**src/rtl/stack_exec.sv**
```systemverilog
// Execute unit for the tinycpu operand stack. It accepts ops over valid/ready, guards depth,
// drives the stack's load/push/pop port, and runs a W-cycle shift-add multiply.
module stack_exec #(
  parameter int W     = 16,
  parameter int DEPTH = 8
) (
  input  logic                       clk,
  input  logic                       reset,
  input  logic                       instr_valid,
  output logic                       instr_ready,
  input  logic [3:0]                 opcode,
  input  logic [W-1:0]               imm,
  output logic                       stk_load,
  output logic                       stk_push,
  output logic                       stk_pop,
  output logic [W-1:0]               stk_d,
  input  logic [W-1:0]               stk_qtop,
  input  logic [W-1:0]               stk_qnext,
  output logic [$clog2(DEPTH+1)-1:0] depth,
  output logic                       out_valid,
  output logic [W-1:0]               out_data,
  output logic                       err_overflow,
  output logic                       err_underflow,
  output logic                       err_illegal
);
  localparam int DW = $clog2(DEPTH+1);
  localparam int CW = $clog2(W);
  localparam logic [DW-1:0] FULL     = DW'(DEPTH);
  localparam logic [CW-1:0] LAST_ITR = CW'(W-1);

  localparam logic [3:0] OP_NOP   = 4'd0;
  localparam logic [3:0] OP_PUSHI = 4'd1;
  localparam logic [3:0] OP_POP   = 4'd2;
  localparam logic [3:0] OP_DUP   = 4'd3;
  localparam logic [3:0] OP_ADD   = 4'd4;
  localparam logic [3:0] OP_SUB   = 4'd5;
  localparam logic [3:0] OP_AND   = 4'd6;
  localparam logic [3:0] OP_OR    = 4'd7;
  localparam logic [3:0] OP_XOR   = 4'd8;
  localparam logic [3:0] OP_NOT   = 4'd9;
  localparam logic [3:0] OP_MUL   = 4'd10;
  localparam logic [3:0] OP_OUT   = 4'd11;

  typedef enum logic [1:0] {S_IDLE, S_EXEC, S_MULT, S_WB} state_e;

  state_e         state_q, state_d;
  logic [3:0]     opcode_q, opcode_d;
  logic [W-1:0]   imm_q, imm_d;
  logic [DW-1:0]  depth_q, depth_d;
  logic [W-1:0]   mcand_q, mcand_d;
  logic [W-1:0]   mult_q, mult_d;
  logic [W-1:0]   acc_q, acc_d;
  logic [CW-1:0]  cnt_q, cnt_d;
  logic           out_valid_q, out_valid_d;
  logic [W-1:0]   out_data_q, out_data_d;
  logic           err_ovf_q, err_ovf_d;
  logic           err_unf_q, err_unf_d;
  logic           err_ill_q, err_ill_d;

  always_comb begin
    // NOTE: every signal written here gets a default first, so no path can infer a latch.
    state_d     = state_q;
    opcode_d    = opcode_q;
    imm_d       = imm_q;
    depth_d     = depth_q;
    mcand_d     = mcand_q;
    mult_d      = mult_q;
    acc_d       = acc_q;
    cnt_d       = cnt_q;
    out_valid_d = 1'b0;
    out_data_d  = out_data_q;
    err_ovf_d   = err_ovf_q;
    err_unf_d   = err_unf_q;
    err_ill_d   = err_ill_q;
    instr_ready = 1'b0;
    stk_load    = 1'b0;
    stk_push    = 1'b0;
    stk_pop     = 1'b0;
    stk_d       = '0;

    case (state_q)
      S_IDLE: begin
        instr_ready = 1'b1;
        if (instr_valid) begin
          opcode_d = opcode;
          imm_d    = imm;
          state_d  = S_EXEC;
        end
      end

      S_EXEC: begin
        state_d = S_IDLE;
        case (opcode_q)
          OP_NOP: ;
          OP_PUSHI, OP_DUP: begin
            if (depth_q == FULL) err_ovf_d = 1'b1;
            else begin
              stk_push = 1'b1;
              stk_load = (opcode_q == OP_PUSHI);
              stk_d    = (opcode_q == OP_PUSHI) ? imm_q : '0;
              depth_d  = depth_q + DW'(1);
            end
          end
          OP_POP: begin
            if (depth_q == '0) err_unf_d = 1'b1;
            else begin
              stk_pop = 1'b1;
              depth_d = depth_q - DW'(1);
            end
          end
          OP_ADD, OP_SUB, OP_AND, OP_OR, OP_XOR: begin
            if (depth_q < DW'(2)) err_unf_d = 1'b1;
            else begin
              stk_load = 1'b1;
              stk_pop  = 1'b1;
              depth_d  = depth_q - DW'(1);
              case (opcode_q)
                OP_ADD:  stk_d = stk_qnext + stk_qtop;
                OP_SUB:  stk_d = stk_qnext - stk_qtop;
                OP_AND:  stk_d = stk_qnext & stk_qtop;
                OP_OR:   stk_d = stk_qnext | stk_qtop;
                default: stk_d = stk_qnext ^ stk_qtop;
              endcase
            end
          end
          OP_NOT: begin
            if (depth_q == '0) err_unf_d = 1'b1;
            else begin
              stk_load = 1'b1;
              stk_d    = ~stk_qtop;
            end
          end
          OP_MUL: begin
            // Operands are captured now; the stack is only written back from WB.
            if (depth_q < DW'(2)) err_unf_d = 1'b1;
            else begin
              mcand_d = stk_qnext;
              mult_d  = stk_qtop;
              acc_d   = '0;
              cnt_d   = '0;
              state_d = S_MULT;
            end
          end
          OP_OUT: begin
            if (depth_q == '0) err_unf_d = 1'b1;
            else begin
              out_valid_d = 1'b1;
              out_data_d  = stk_qtop;
              stk_pop     = 1'b1;
              depth_d     = depth_q - DW'(1);
            end
          end
          default: err_ill_d = 1'b1;
        endcase
      end

      S_MULT: begin
        if (mult_q[0]) acc_d = acc_q + mcand_q;
        mcand_d = mcand_q << 1;
        mult_d  = mult_q >> 1;
        cnt_d   = cnt_q + CW'(1);
        if (cnt_q == LAST_ITR) state_d = S_WB;
      end

      S_WB: begin
        stk_load = 1'b1;
        stk_pop  = 1'b1;
        stk_d    = acc_q;
        depth_d  = depth_q - DW'(1);
        state_d  = S_IDLE;
      end

      default: state_d = S_IDLE;
    endcase
  end

  // NOTE: state registers use non-blocking assignments so every flop samples pre-edge values.
  always_ff @(posedge clk or negedge reset) begin
    if (!reset) begin
      state_q     <= S_IDLE;
      opcode_q    <= '0;
      imm_q       <= '0;
      depth_q     <= '0;
      mcand_q     <= '0;
      mult_q      <= '0;
      acc_q       <= '0;
      cnt_q       <= '0;
      out_valid_q <= 1'b0;
      out_data_q  <= '0;
      err_ovf_q   <= 1'b0;
      err_unf_q   <= 1'b0;
      err_ill_q   <= 1'b0;
    end else begin
      state_q     <= state_d;
      opcode_q    <= opcode_d;
      imm_q       <= imm_d;
      depth_q     <= depth_d;
      mcand_q     <= mcand_d;
      mult_q      <= mult_d;
      acc_q       <= acc_d;
      cnt_q       <= cnt_d;
      out_valid_q <= out_valid_d;
      out_data_q  <= out_data_d;
      err_ovf_q   <= err_ovf_d;
      err_unf_q   <= err_unf_d;
      err_ill_q   <= err_ill_d;
    end
  end

  assign depth         = depth_q;
  assign out_valid     = out_valid_q;
  assign out_data      = out_data_q;
  assign err_overflow  = err_ovf_q;
  assign err_underflow = err_unf_q;
  assign err_illegal   = err_ill_q;

endmodule

```
**config.mk**
```make
export PLATFORM = sky130hd
export DESIGN_NAME = stack_exec
export DESIGN_NICKNAME = d
export VERILOG_FILES = /design/src/rtl/stack_exec.sv
export SDC_FILE = /design/constraint.sdc
export NUM_CORES = 1
export LEC_CHECK = 0
export ABC_CLOCK_PERIOD_IN_PS = 9200
export CELL_PAD_IN_SITES_DETAIL_PLACEMENT = 0
export CELL_PAD_IN_SITES_GLOBAL_PLACEMENT = 1
export CORE_UTILIZATION = 25
export DETAILED_ROUTE_END_ITERATION = 10
export GPL_ROUTABILITY_DRIVEN = 1
export PLACE_DENSITY = 0.53
export SYNTH_ARGS = -nofsm -noshare
export SYNTH_HDL_FRONTEND = slang
export SYNTH_SLANG_ARGS = --single-unit
```
**constraint.sdc**
```tcl
create_clock -name clk -period 9.2 [get_ports clk]
set_clock_uncertainty 0.2 [all_clocks]
set_input_delay 1.38 -clock clk [delete_from_list [all_inputs] [get_ports clk]]
set_output_delay 1.38 -clock clk [all_outputs]
set_load 0.05 [all_outputs]
```
==> impl_summary.txt, run 1 <==
----------------------------------------------------
[STA]
  WHS ... 0.276 ns
  Final worst-path cycle share ... 77.3%
  Total negative slack for setup checks ... 0 ns
  Setup Viol. Count Final ... 0
  Highest clock frequency the design can meet ... 141 MHz
  Tmin final ... around 7.1 ns
  Setup repair after global routing missed its margin ... false
  Number of failing hold endpoints at the final stage ... 0
  Least-Margin Pin Slew ... roughly 1.1 ns
  Number of pins exceeding their max-slew limit in the final report ... 0
  Worst rel slew slack ... 26.7%

[Yosys]
  Count of flip-flops with a built-in enable after synthesis ... 0
  Warnings from Yosys ... 0
  Compound-Gate Fraction of Synth Area ... 24.3%
  Mapped Avg Cell Area ... about 8.7 um2
  Count of unique library cells instantiated by Yosys ... 82
  Top FF cell, synth ... dfrtp_1
  Synth Area in XOR/XNOR ... ~4.6%
  Instance count of the mapped netlist ... 863
  Library cell occupying the most area in the post-synthesis netlist ... dfrtp_1
  Cell area after technology mapping ... 7470 um2
  Cells taking the most area after synthesis ... dfrtp_1 33%, ha_1 11%, nor2_1 4.8%
  Mux cell area share after synthesis ... 4.14%
  Adder and majority gate portion of the synthesized area ... between 10% and 20%
  Area share of the largest cell type after synthesis ... 32.8%
  Sequential element share of the synthesized area ... 32.8%
  Synthesized flop and latch total ... 98
  Number of nets produced by synthesis ... approximately 990
  Simple-Gate Fraction of Synth Area ... 17.0%
  Main combinational cell family by area after synthesis ... compound AO/OA/AOI/OAI gates
  Fraction of registers with async set or reset after synthesis ... 100%

[Pwr]
  Cell area power density ... roughly 290 nW/um2
  Maximum vdd ir drop ... 98.2 uV
  Standby leakage power ... between 0.003 and 0.004 uW

[Clocking]
  Clk sink count ... 98
  Total number of H-tree levels ... 3
  Worst-Skew Late Latency ... 0.36 ns
  # resized after CTS ... 0
  Clock Root Buffer ... clkbuf_16
  Clock transition at the registers of the reported paths ... ~0.07 ns
  Number of setup buffers added after CTS ... 0
  Total CTS buffers ... 9
  Buffer depth of the longest clock path ... 2
  CTS Hold Buffers Added ... 0
  Clock tree from TritonCTS ... done

[Placement]
  Dpl cell area ... slightly below 9000 um2
  DP HPWL ... 20,600 um
  Number of port buffers ... 98
  Placer Congestion ... 0.823

[Setup path]
  Worst-path cell chain ... clkdlybuf4s50_1, nor4_4, and3_1, and3_1, a21oi_1, xnor2_1, ha_1, nand2_1, o21ai_0, nand3_1, o211ai_1, xnor2_1, o221ai_1, clkdlybuf4s50_1
  CP endpoint kind ... output pin
  Highest-delay cell along the critical path ... clkdlybuf4s50_1
  Data arrival time of the critical path ... 5.53 ns
  R2R Setup Slk ... 6.19 ns
  Critical Path Source Type ... input port
  WP data required ... between 7 and 8 ns
  Category of the most critical setup path ... in2out
  Peak fanout along the critical path ... 6
  Biggest cell delay along the critical path ... 0.86 ns

[Die]
  Placement Rows ... 62
  Die Wd ... 175 um
  Core Footprint ... 29,000 um2
  DIE AREA ... 30,600 um2
  Vertical extent of the die ... around 170 um
  Number of primary I/O pins ... 99
  Initial standard-cell utilization of the core ... 25.7%

[GRT]
  First-pass GRT wire length ... approximately 42,000 um
  Maximum number of pins on one net before global-route repair ... 66
  Sum of overflow across all layers after global routing ... 0
  Vias in the first global route ... 6,635
  GRT Total Usage ... 18.2%
  Initial antenna violation count ... 0

[Drt]
  Number of antenna-violating nets in the routed design ... 0
  First-pass DRT Iterations ... 5
  Vias/cell ... 5.08
  Wire length per cell ... about 20 um
  Via count of the routed design ... 6,722
  Violation count after the first detailed-routing iteration ... 496
  Wirelength, routed ... about 27,000 um
  Total DRC errors in the routed layout ... 0

[Layout]
  Total non-filler cell area in the finished layout ... 9060 um2
  Number of inserted filler cells in the final layout ... a little over 3,000
  Layout Nets ... 1,059
  Inserted Diodes ... 0
  Synthesis-to-layout area growth ... 21.3%
  Fraction of final layout cells with drive strength greater than 1 ... 8.83%

[Outcome]
  Outcome ... finished, final reports clean

[Worst hold path]
  Min-delay worst type ... reg2reg

[Run]
  Maximum capacitance violations ... 0

----------------------------------------------------
-- worst paths after layout --
path	endpoint	from	cells after the start
max	stk_d[13]	stk_qtop[5]	14
min	err_illegal	err_illegal	1
max reg2reg	mult_q[5]	opcode_q[0]	8
min reg2reg	err_illegal	err_illegal	1
max in group asynchronous	out_data[12]	reset	2
min in group asynchronous	cnt_q[0]	reset	1
-- cells in the mapped netlist (all sizes together) (10+ instances only) --
| cell | count |
|---|---|
| dfrtp | 98 |
| nor2 | 97 |
| nand2 | 82 |
| o21ai | 76 |
| ha | 66 |
| inv | 47 |
| a21oi | 43 |
| o22ai | 34 |
| buf | 29 |
| xnor2 | 25 |
| nand3 | 21 |
| mux2 | 20 |
| clkbuf | 19 |
| xor2 | 14 |
| o211ai | 12 |
| a22oi | 11 |
| a21o | 10 |
-- cells by family (layout without fill, tap and decap cells) --
family | after synthesis | in the layout
AO/OA/AOI/OAI | 265 | 265
XOR/XNOR | 39 | 39
adder cells (fa/ha/maj) | 68 | 68
buffers and inverters | 96 | 173
flip-flops | 98 | 98
multiplexers | 28 | 28
AND/OR/NAND/NOR | 269 | 269
-- cells in the final DEF, fill, tap and decap left out, types with 10 or more instances in the layout --
cell type	count
a21o_1	10
a21oi_1	42
a22oi_1	11
buf_4	13
clkdlybuf4s50_1	97
dfrtp_1	98
ha_1	66
inv_1	45
mux2_2	19
nand2_1	82
nand3_1	20
nor2_1	96
o211ai_1	12
o21ai_0	44
o21ai_1	16
o21ai_2	16
o22ai_1	34
xnor2_1	25
xor2_1	14
-- final cells by class --
| type | instances | area [um2] | share of cell area, % |
|---|---|---|---|
| multi-input combinational | 669 | 4600 | 50.8 |
| sequential | 98 | 2450 | 27.1 |
| timing repair buffer | 110 | 1070 | 11.8 |
| tap | 384 | 480 | 5.30 |
| clock buffer | 9 | 225 | 2.49 |
| inverter | 48 | 180 | 1.99 |
| clock inverter | 6 | 50.0 | 0.553 |
-- critical path, delay by kind of cell --
kind                     cells  cell delay [ns]
AO/OA/AOI/OAI                4             0.87
XOR/XNOR                     2             0.28
adder cells (fa/ha/maj)      1             0.38
buffers and inverters        2             1.48
AND/OR/NAND/NOR              5             1.13
-- where the power goes --
| group | internal (uW) | leakage (uW) | switching, uW |
|---|---|---|---|
| Clock | 187 | 0.000134 | 193 |
| Combinational | 562 | 0.00252 | 876 |
| Sequential | 610 | 0.00117 | 177 |
| Total | 1360 | 0.00382 | 1250 |
-- per-layer routing --
| layer | vias up | track usage (%) | routed length, um |
|---|---|---|---|
| met5 | - | 0 | 0 |
| met4 | 0 | 4.49 | 435 |
| met3 | 17 | 2.15 | 846 |
| met2 | 139 | 26.9 | 11600 |
| met1 | 3299 | 27.7 | 14200 |
| li1 | 3267 | - | - |
-- state kept, by name, indices dropped and copies added, names as in the netlist, named ones only --
signal         cells
err_overflow       1
err_underflow      1
err_illegal        1
out_valid          1
imm_q             16
state_q            1
depth              4
mcand_q           16
out_data          16
acc_q             16
cnt_q              4
mult_q            16
opcode_q           4
-- metrics by stage --
stage                     instances  power (uW)  setup WS, ns  util [%]
after floorplan                 863        1790          3.37         -
after global placement         1309        2240          2.14      30.3
after detailed placement       1309        2230          2.10      30.3
after CTS                      1324        2630          2.07      31.2
after global routing           1324        2810          1.83      31.2
final                          1324        2600          2.09      31.2
Note: power is estimated with default switching activity, not from simulation.
==> run 2: changes to the inputs <==
--- a/config.mk
+++ b/config.mk
@@ -5,7 +5,7 @@
 export SDC_FILE = /design/constraint.sdc
 export NUM_CORES = 1
 export LEC_CHECK = 0
-export ABC_CLOCK_PERIOD_IN_PS = 9200
+export ABC_CLOCK_PERIOD_IN_PS = 7300
 export CELL_PAD_IN_SITES_DETAIL_PLACEMENT = 0
 export CELL_PAD_IN_SITES_GLOBAL_PLACEMENT = 1
 export CORE_UTILIZATION = 25
==> constraint.sdc (replaced) <==
create_clock -name clk -period 7.3 [get_ports clk]
set_clock_uncertainty 0.2 [all_clocks]
set_input_delay 1.095 -clock clk [delete_from_list [all_inputs] [get_ports clk]]
set_output_delay 1.095 -clock clk [all_outputs]
set_load 0.05 [all_outputs]
==> run 2 against run 1 <==
Critical path depth is 1 lower. Global-route usage up 0.21 points. Highest routed layer unchanged. Largest cell class unchanged. Sequential share of layout area is 0.16 points lower. Sequential cell count unchanged. Clock power is 30% higher. Via count down 0.64%.
==> impl_summary.txt, run 2 (synthesized netlist as in run 1, its figures left out) <==
----------------------------------------------------
[Clocking]
  Clock Root Buffer ... clkbuf_16 (unchanged)
  CTS Hold Buffers Added ... 0 (unchanged)
  Total number of H-tree levels ... 3 (unchanged)
  Worst-Skew Late Latency ... 0.37 ns (was 0.36 ns)
  Buffer depth of the longest clock path ... 2 (unchanged)
  Number of setup buffers added after CTS ... 0 (unchanged)
  # resized after CTS ... 0 (unchanged)
  Clk sink count ... 98 (unchanged)
  Clock tree from TritonCTS ... done (unchanged)
  Clock transition at the registers of the reported paths ... 0.07 ns (about the same)
  Total CTS buffers ... 9 (unchanged)

[Placement]
  DP HPWL ... 20,700 um (was 20,600 um)
  Placer Congestion ... 0.841 (was 0.823)
  Number of port buffers ... 98 (unchanged)

[Setup path]
  Biggest cell delay along the critical path ... 0.81 ns (was 0.86 ns)
  WP data required ... 6.00 ns (was 7.62 ns)
  Cell family with the largest share of critical-path delay ... buffers and inverters (unchanged)
  Category of the most critical setup path ... in2out (unchanged)
  Most common cell type on the critical path ... and3_1
  Worst-path cell chain ... clkdlybuf4s50_1, nor4_4, and3_1, and3_1, a41oi_1, xnor2_1, ha_1, and3_1, nand2_1, o31ai_1, xnor2_1, a221o_1, clkdlybuf4s50_1 (was clkdlybuf4s50_1, nor4_4, and3_1, and3_1, a21oi_1, xnor2_1, ha_1, nand2_1, o21ai_0, nand3_1, o211ai_1, xnor2_1, o221ai_1, clkdlybuf4s50_1)
  Data arrival time of the critical path ... 5.27 ns (was 5.53 ns)
  Critical Path Source Type ... input port (unchanged)
  Highest-delay cell along the critical path ... clkdlybuf4s50_1 (unchanged)
  CP endpoint kind ... output pin (unchanged)
  Buf+Inv Stages, Crit Path ... 2 (unchanged)
  Peak fanout along the critical path ... 8 (was 6)

[GRT]
  First-pass GRT wire length ... 42,300 um (was 41,900 um)
  Maximum number of pins on one net before global-route repair ... 66 (unchanged)
  Initial antenna violation count ... 0 (unchanged)
  GRT Total Usage ... 18.4% (was 18.2%)
  Sum of overflow across all layers after global routing ... 0 (unchanged)
  Vias in the first global route ... 6,690 (was 6,635)

[Die]
  Core Footprint ... 29,000 um2 (unchanged)
  Placement Rows ... 62 (unchanged)
  Die Wd ... 175 um (unchanged)
  Initial standard-cell utilization of the core ... 25.7% (unchanged)
  Vertical extent of the die ... 175 um (unchanged)
  Number of primary I/O pins ... 99 (unchanged)
  DIE AREA ... 30,600 um2 (unchanged)

[Pwr]
  Share of total power in sequential cells ... 29.0% (was 30.2%)
  Net switching power figure ... 1590 uW (was 1250 uW)
  Cell area power density ... 363 nW/um2 (was 288 nW/um2)
  Design internal power ... 1720 uW (was 1360 uW)
  Portion of total power attributed to combinational logic ... 56.1% (was 55.2%)
  Clock share of power ... 14.9% (was 14.6%)
  Net switching fraction of the power ... 48.0% (was 47.8%)
  Maximum vdd ir drop ... 123 uV (was 98.2 uV)
  Standby leakage power ... 0.00386 uW (was 0.00382 uW)

[Layout]
  Synthesis-to-layout area growth ... 22.0% (was 21.3%)
  Leading cell types in the layout, fill and taps excluded ... 98 x dfrtp_1, 97 x clkdlybuf4s50_1, 96 x nor2_1 (unchanged)
  Inserted Diodes ... 0 (unchanged)
  Fraction of final layout cells with drive strength greater than 1 ... 9.41% (was 8.83%)
  Layout Nets ... 1,065 (was 1,059)
  Number of inserted filler cells in the final layout ... 3,103 (was 3,115)
  Most common cell after layout, fill and taps aside ... dfrtp_1 (unchanged)

[STA]
  Total negative slack for setup checks ... 0 ns (unchanged)
  Setup repair after global routing missed its margin ... false (unchanged)
  Least-Margin Pin Slew ... 1.14 ns (was 1.10 ns)
  Number of pins exceeding their max-slew limit in the final report ... 0 (unchanged)
  Worst rel slew slack ... 24.0% (was 26.7%)
  WHS ... 0.274 ns (was 0.276 ns)
  Final worst-path cycle share ... about nine tenths
  Tmin final ... 6.57 ns
  Number of failing hold endpoints at the final stage ... 0 (unchanged)
  Highest clock frequency the design can meet ... 152 MHz
  Setup Viol. Count Final ... 0 (unchanged)

[Drt]
  Wire length per cell ... 20.6 um (was 20.4 um)
  Violation count after the first detailed-routing iteration ... 406 (was 496)
  First-pass DRT Iterations ... 5 (unchanged)
  Number of antenna-violating nets in the routed design ... 0 (unchanged)
  Wirelength, routed ... 27,500 um (was 27,100 um)
  Vias/cell ... 5.02 (was 5.08)
  Total DRC errors in the routed layout ... 0 (unchanged)
  Via count of the routed design ... 6,679 (was 6,722)

[Outcome]
  Outcome ... finished, final reports clean (unchanged)

[Run]
  Maximum capacitance violations ... 0 (unchanged)

[Worst hold path]
  Min-delay worst type ... reg2reg (unchanged)

----------------------------------------------------
run 2: final timing paths:
kind,start,to,slack (ns),cells after the start
worst max register to register,state_q[0],depth[3],4.56,6
max in group asynchronous,reset,out_data[10],5.18,2
worst min-delay path,err_illegal,err_illegal,0.27,1
worst min register to register,err_illegal,err_illegal,0.27,1
min in group asynchronous,reset,async pin,0.46,1
worst max-delay path,stk_qtop[4],stk_d[15],0.73,13
run 2: cell type report:
class / instances / area [um2] / share of cell area, %
Clock inverter: 6 / 57.6 / 0.632
Clock buffer: 9 / 225 / 2.47
Sequential cell: 98 / 2450 / 26.9
Multi-Input combinational cell: 669 / 4600 / 50.5
Inverter: 48 / 180 / 1.98
Tap cell: 384 / 480 / 5.27
Timing Repair Buffer: 116 / 1110 / 12.2
run 2: metrics by stage:
stage | power (uW) | std cells | setup WS [ns] | utilization [%] | area [um2]
3_3_place_gp | 2820 | 1315 | 0.803 | 30.4 | 8830
2_1_floorplan | 2260 | 863 | 2.04 | - | 7470
5_1_grt | 3550 | 1330 | 0.485 | 31.4 | 9110
6_report | 3310 | 1330 | 0.733 | 31.4 | 9110
3_5_place_dp | 2820 | 1315 | 0.770 | 30.4 | 8830
4_1_cts | 3340 | 1330 | 0.761 | 31.4 | 9110
run 2: power by group through the flow:
| stage | Combinational [uW] | Sequential [uW] | Clock [uW] |
|---|---|---|---|
| 2_1_floorplan | 1130 | 1130 | 0 |
| 3_3_place_gp | 1850 | 971 | 0 |
| 3_5_place_dp | 1850 | 973 | 0 |
| 4_1_cts | 1860 | 963 | 513 |
| 5_1_grt | 2030 | 996 | 526 |
| 6_report | 1860 | 960 | 493 |
run 2: routing by layer:
layer	GRT usage, %	wire length, um	up-vias
met1	27.8	14100	3232
met2	26.9	11700	159
met4	4.49	357	0
li1	-	-	3272
met3	3.02	1320	16
met5	0	0	-
==> run 3: changes to the inputs <==
--- a/config.mk
+++ b/config.mk
@@ -5,12 +5,13 @@
 export SDC_FILE = /design/constraint.sdc
 export NUM_CORES = 1
 export LEC_CHECK = 0
-export ABC_CLOCK_PERIOD_IN_PS = 7300
+export ABC_CLOCK_PERIOD_IN_PS = 6800
 export CELL_PAD_IN_SITES_DETAIL_PLACEMENT = 0
 export CELL_PAD_IN_SITES_GLOBAL_PLACEMENT = 1
 export CORE_UTILIZATION = 25
 export DETAILED_ROUTE_END_ITERATION = 10
 export GPL_ROUTABILITY_DRIVEN = 1
+export HOLD_SLACK_MARGIN = 0.08
 export PLACE_DENSITY = 0.53
 export SYNTH_ARGS = -nofsm -noshare
 export SYNTH_HDL_FRONTEND = slang
==> constraint.sdc (replaced) <==
create_clock -name clk -period 6.8 [get_ports clk]
set_clock_uncertainty 0.2 [all_clocks]
set_input_delay 1.02 -clock clk [delete_from_list [all_inputs] [get_ports clk]]
set_output_delay 1.02 -clock clk [all_outputs]
set_load 0.05 [all_outputs]
==> run 3 against run 2 <==
Final cell count increased by 0.45%. Power up 8.8%. Critical endpoint is now stk_d[9]. Critical path depth decreased by 1. Largest power group unchanged. Sequential cell count unchanged. Non-clock buffer count increased by 5. Combinational power up 8%. Hold slack gained 0.0052 ns.
==> impl_summary.txt, run 3 (synthesized netlist as in run 1, its figures left out) <==
----------------------------------------------------
[Setup path]
  CP endpoint kind ... output pin (unchanged)
  Worst Reg-to-Reg Cells ... 8 (was 6)
  Category of the most critical setup path ... in2out (unchanged)
  Worst-path cell chain ... clkdlybuf4s50_1, inv_1, ha_1, a21oi_1, xnor2_1, ha_1, a2111oi_2, a211oi_1, mux2i_1, a21oi_1, o221ai_1, clkdlybuf4s50_1 (was clkdlybuf4s50_1, nor4_4, and3_1, and3_1, a41oi_1, xnor2_1, ha_1, and3_1, nand2_1, o31ai_1, xnor2_1, a221o_1, clkdlybuf4s50_1)
  Buf+Inv Stages, Crit Path ... 3 (was 2)
  Critical register-to-register path startpoint ... state_q[0] (unchanged)
  Data arrival time of the critical path ... 5.07 ns (was 5.27 ns)
  Cell family with the largest share of critical-path delay ... buffers and inverters (unchanged)
  WP data required ... 5.58 ns (was 6.00 ns)
  First element of the critical path ... stk_qtop[0] (was stk_qtop[4])
  Peak fanout along the critical path ... 7 (was 8)
  Number of stages on the worst setup path ... 12 (was 13)
  R2R Setup Slk ... 3.83 ns (was 4.56 ns)
  Biggest cell delay along the critical path ... 0.89 ns (was 0.81 ns)
  Terminus of the critical flop-to-flop path ... mcand_q[8] (was depth[3])
  Highest-delay cell along the critical path ... clkdlybuf4s50_1 (unchanged)
  Critical Path Source Type ... input port (unchanged)

[GRT]
  Initial antenna violation count ... 0 (unchanged)
  Met3 usage in global routing ... 2.28% (was 3.02%)
  Global routing met2 resource utilization ... 28.0% (was 26.9%)
  Maximum number of pins on one net before global-route repair ... 65 (was 66)
  First-pass GRT wire length ... 42,400 um (was 42,300 um)
  Busiest layer in global routing ... met2 (was met1)
  Met1 global-route usage ... 27.8% (about the same)
  Vias in the first global route ... 6,651 (was 6,690)
  GRT Total Usage ... 18.5% (was 18.4%)
  Sum of overflow across all layers after global routing ... 0 (unchanged)

[Clocking]
  Number of setup buffers added after CTS ... 0 (unchanged)
  Worst-Skew Late Latency ... 0.37 ns (about the same)
  CTS Hold Buffers Added ... 0 (unchanged)
  Clk sink count ... 98 (unchanged)
  Clock Root Buffer ... clkbuf_16 (unchanged)
  Total number of H-tree levels ... 3 (unchanged)
  Clock transition at the registers of the reported paths ... 0.08 ns (was 0.07 ns)
  Buffer depth of the longest clock path ... 2 (unchanged)
  Clock tree from TritonCTS ... done (unchanged)
  # resized after CTS ... 0 (unchanged)
  Total CTS buffers ... 9 (unchanged)

[STA]
  Setup repair after global routing missed its margin ... false (unchanged)
  WHS ... 0.279 ns (was 0.274 ns)
  Highest clock frequency the design can meet ... 159 MHz
  Final worst-path cycle share ... between 90% and 100%
  Worst Slack Setup Final ... 0.514 ns (was 0.733 ns)
  Number of failing hold endpoints at the final stage ... 0 (unchanged)
  Setup Viol. Count Final ... 0 (unchanged)
  Least-Margin Pin Slew ... 1.02 ns (was 1.14 ns)
  Worst rel slew slack ... 32.3% (was 24.0%)
  Number of pins exceeding their max-slew limit in the final report ... 0 (unchanged)
  Total negative slack for setup checks ... 0 ns (unchanged)
  Tmin final ... 6.29 ns

[Layout]
  Most common cell after layout, fill and taps aside ... dfrtp_1 (unchanged)
  Leading cell types in the layout, fill and taps excluded ... 98 x dfrtp_1, 97 x clkdlybuf4s50_1, 96 x nor2_1 (unchanged)
  Total non-filler cell area in the finished layout ... 9170 um2 (was 9110 um2)
  Fraction of final layout cells with drive strength greater than 1 ... 9.98% (was 9.41%)
  Synthesis-to-layout area growth ... 22.8% (was 22.0%)
  Layout Nets ... 1,070 (was 1,065)
  Inserted Diodes ... 0 (unchanged)

[Die]
  DIE AREA ... 30,600 um2 (unchanged)
  Core Footprint ... 29,000 um2 (unchanged)
  Die Wd ... 175 um (unchanged)
  Number of primary I/O pins ... 99 (unchanged)
  Vertical extent of the die ... 175 um (unchanged)
  Placement Rows ... 62 (unchanged)
  Initial standard-cell utilization of the core ... 25.7% (unchanged)

[Placement]
  Post-placement worst setup slack ... 0.536 ns (was 0.770 ns)
  Number of port buffers ... 98 (unchanged)
  Placer Congestion ... 0.866 (was 0.841)
  Dpl cell area ... 8860 um2 (was 8830 um2)
  DP HPWL ... 21,200 um (was 20,700 um)

[Run]
  Maximum capacitance violations ... 0 (unchanged)

[Drt]
  Vias/cell ... 5.07 (was 5.02)
  Number of antenna-violating nets in the routed design ... 0 (unchanged)
  Total DRC errors in the routed layout ... 0 (unchanged)
  Wire length per cell ... 20.8 um (was 20.6 um)
  First-pass DRT Iterations ... 5 (unchanged)
  Via count of the routed design ... 6,772 (was 6,679)
  Wirelength, routed ... 27,800 um (was 27,500 um)
  Violation count after the first detailed-routing iteration ... 511 (was 406)

[Worst hold path]
  Min-delay worst type ... reg2reg (unchanged)
  Hold EP ... out_data[5] (was err_illegal)
  Hold depth ... 2 (was 1)
  Worst min-delay path startpoint ... out_data[5] (was err_illegal)

[Pwr]
  Cell area power density ... 392 nW/um2 (was 363 nW/um2)
  Standby leakage power ... 0.00389 uW (was 0.00386 uW)
  Total power ... 3600 uW (was 3310 uW)
  Maximum vdd ir drop ... 144 uV (was 123 uV)

[Outcome]
  Outcome ... finished, final reports clean (unchanged)

----------------------------------------------------
==> run 3: changes by cell type in the layout (fill, tap and decap cells not counted), sizes merged <==
| cell | delta |
|---|---|
| bufinv | +1 |
| buf | +5 |
| clkinvlp | +1 |
| inv | -1 |
==> run 3: report_power, final <==
part / leakage, uW / internal, uW / switching (uW) / total [uW]
registers: 0.00117 / 825 / 212 / 1040
logic: 0.00257 / 769 / 1230 / 2000
clock network: 0.000150 / 293 / 273 / 566
total: 0.00389 / 1890 / 1710 / 3600
==> run 3: per-layer routing <==
metal | wire length [um] | part of all wire, %
met4 | 368 | 1.3
met5 | 0 | 0
met3 | 1170 | 4.2
met1 | 14300 | 51
met2 | 12000 | 43
==> run 3: worst reg2reg max path: cells and delay by family (launching register included) <==
family | cells | cell delay (ns)
simple gates | 6 | 1.50
buf+inv | 2 | 0.67
flops | 1 | 0.53
==> run 3: metrics by stage <==
stage | utilization, % | std cells
after floorplan | - | 863
after CTS | 31.6 | 1336
after global placement | 30.6 | 1320
after global routing | 31.6 | 1336
final | 31.6 | 1336
after detailed placement | 30.6 | 1320
==> run 3: how the worst max path moves through the flow <==
stage                            to  slack, ns
final                      stk_d[9]       0.51
after global routing       stk_d[9]       0.36
after global placement    stk_d[13]       0.55
after floorplan           stk_d[13]       1.69
after detailed placement  stk_d[13]       0.54
after CTS                 stk_d[13]       0.52
==> run 3: area by class of cell <==
class / instances / area, um2
fill: 3128 / 19800
multi-input combinational: 669 / 4600
sequential: 98 / 2450
timing repair buffer: 121 / 1150
tap: 384 / 480
clock buffer: 9 / 225
inverter: 48 / 180
clock inverter: 7 / 82.6
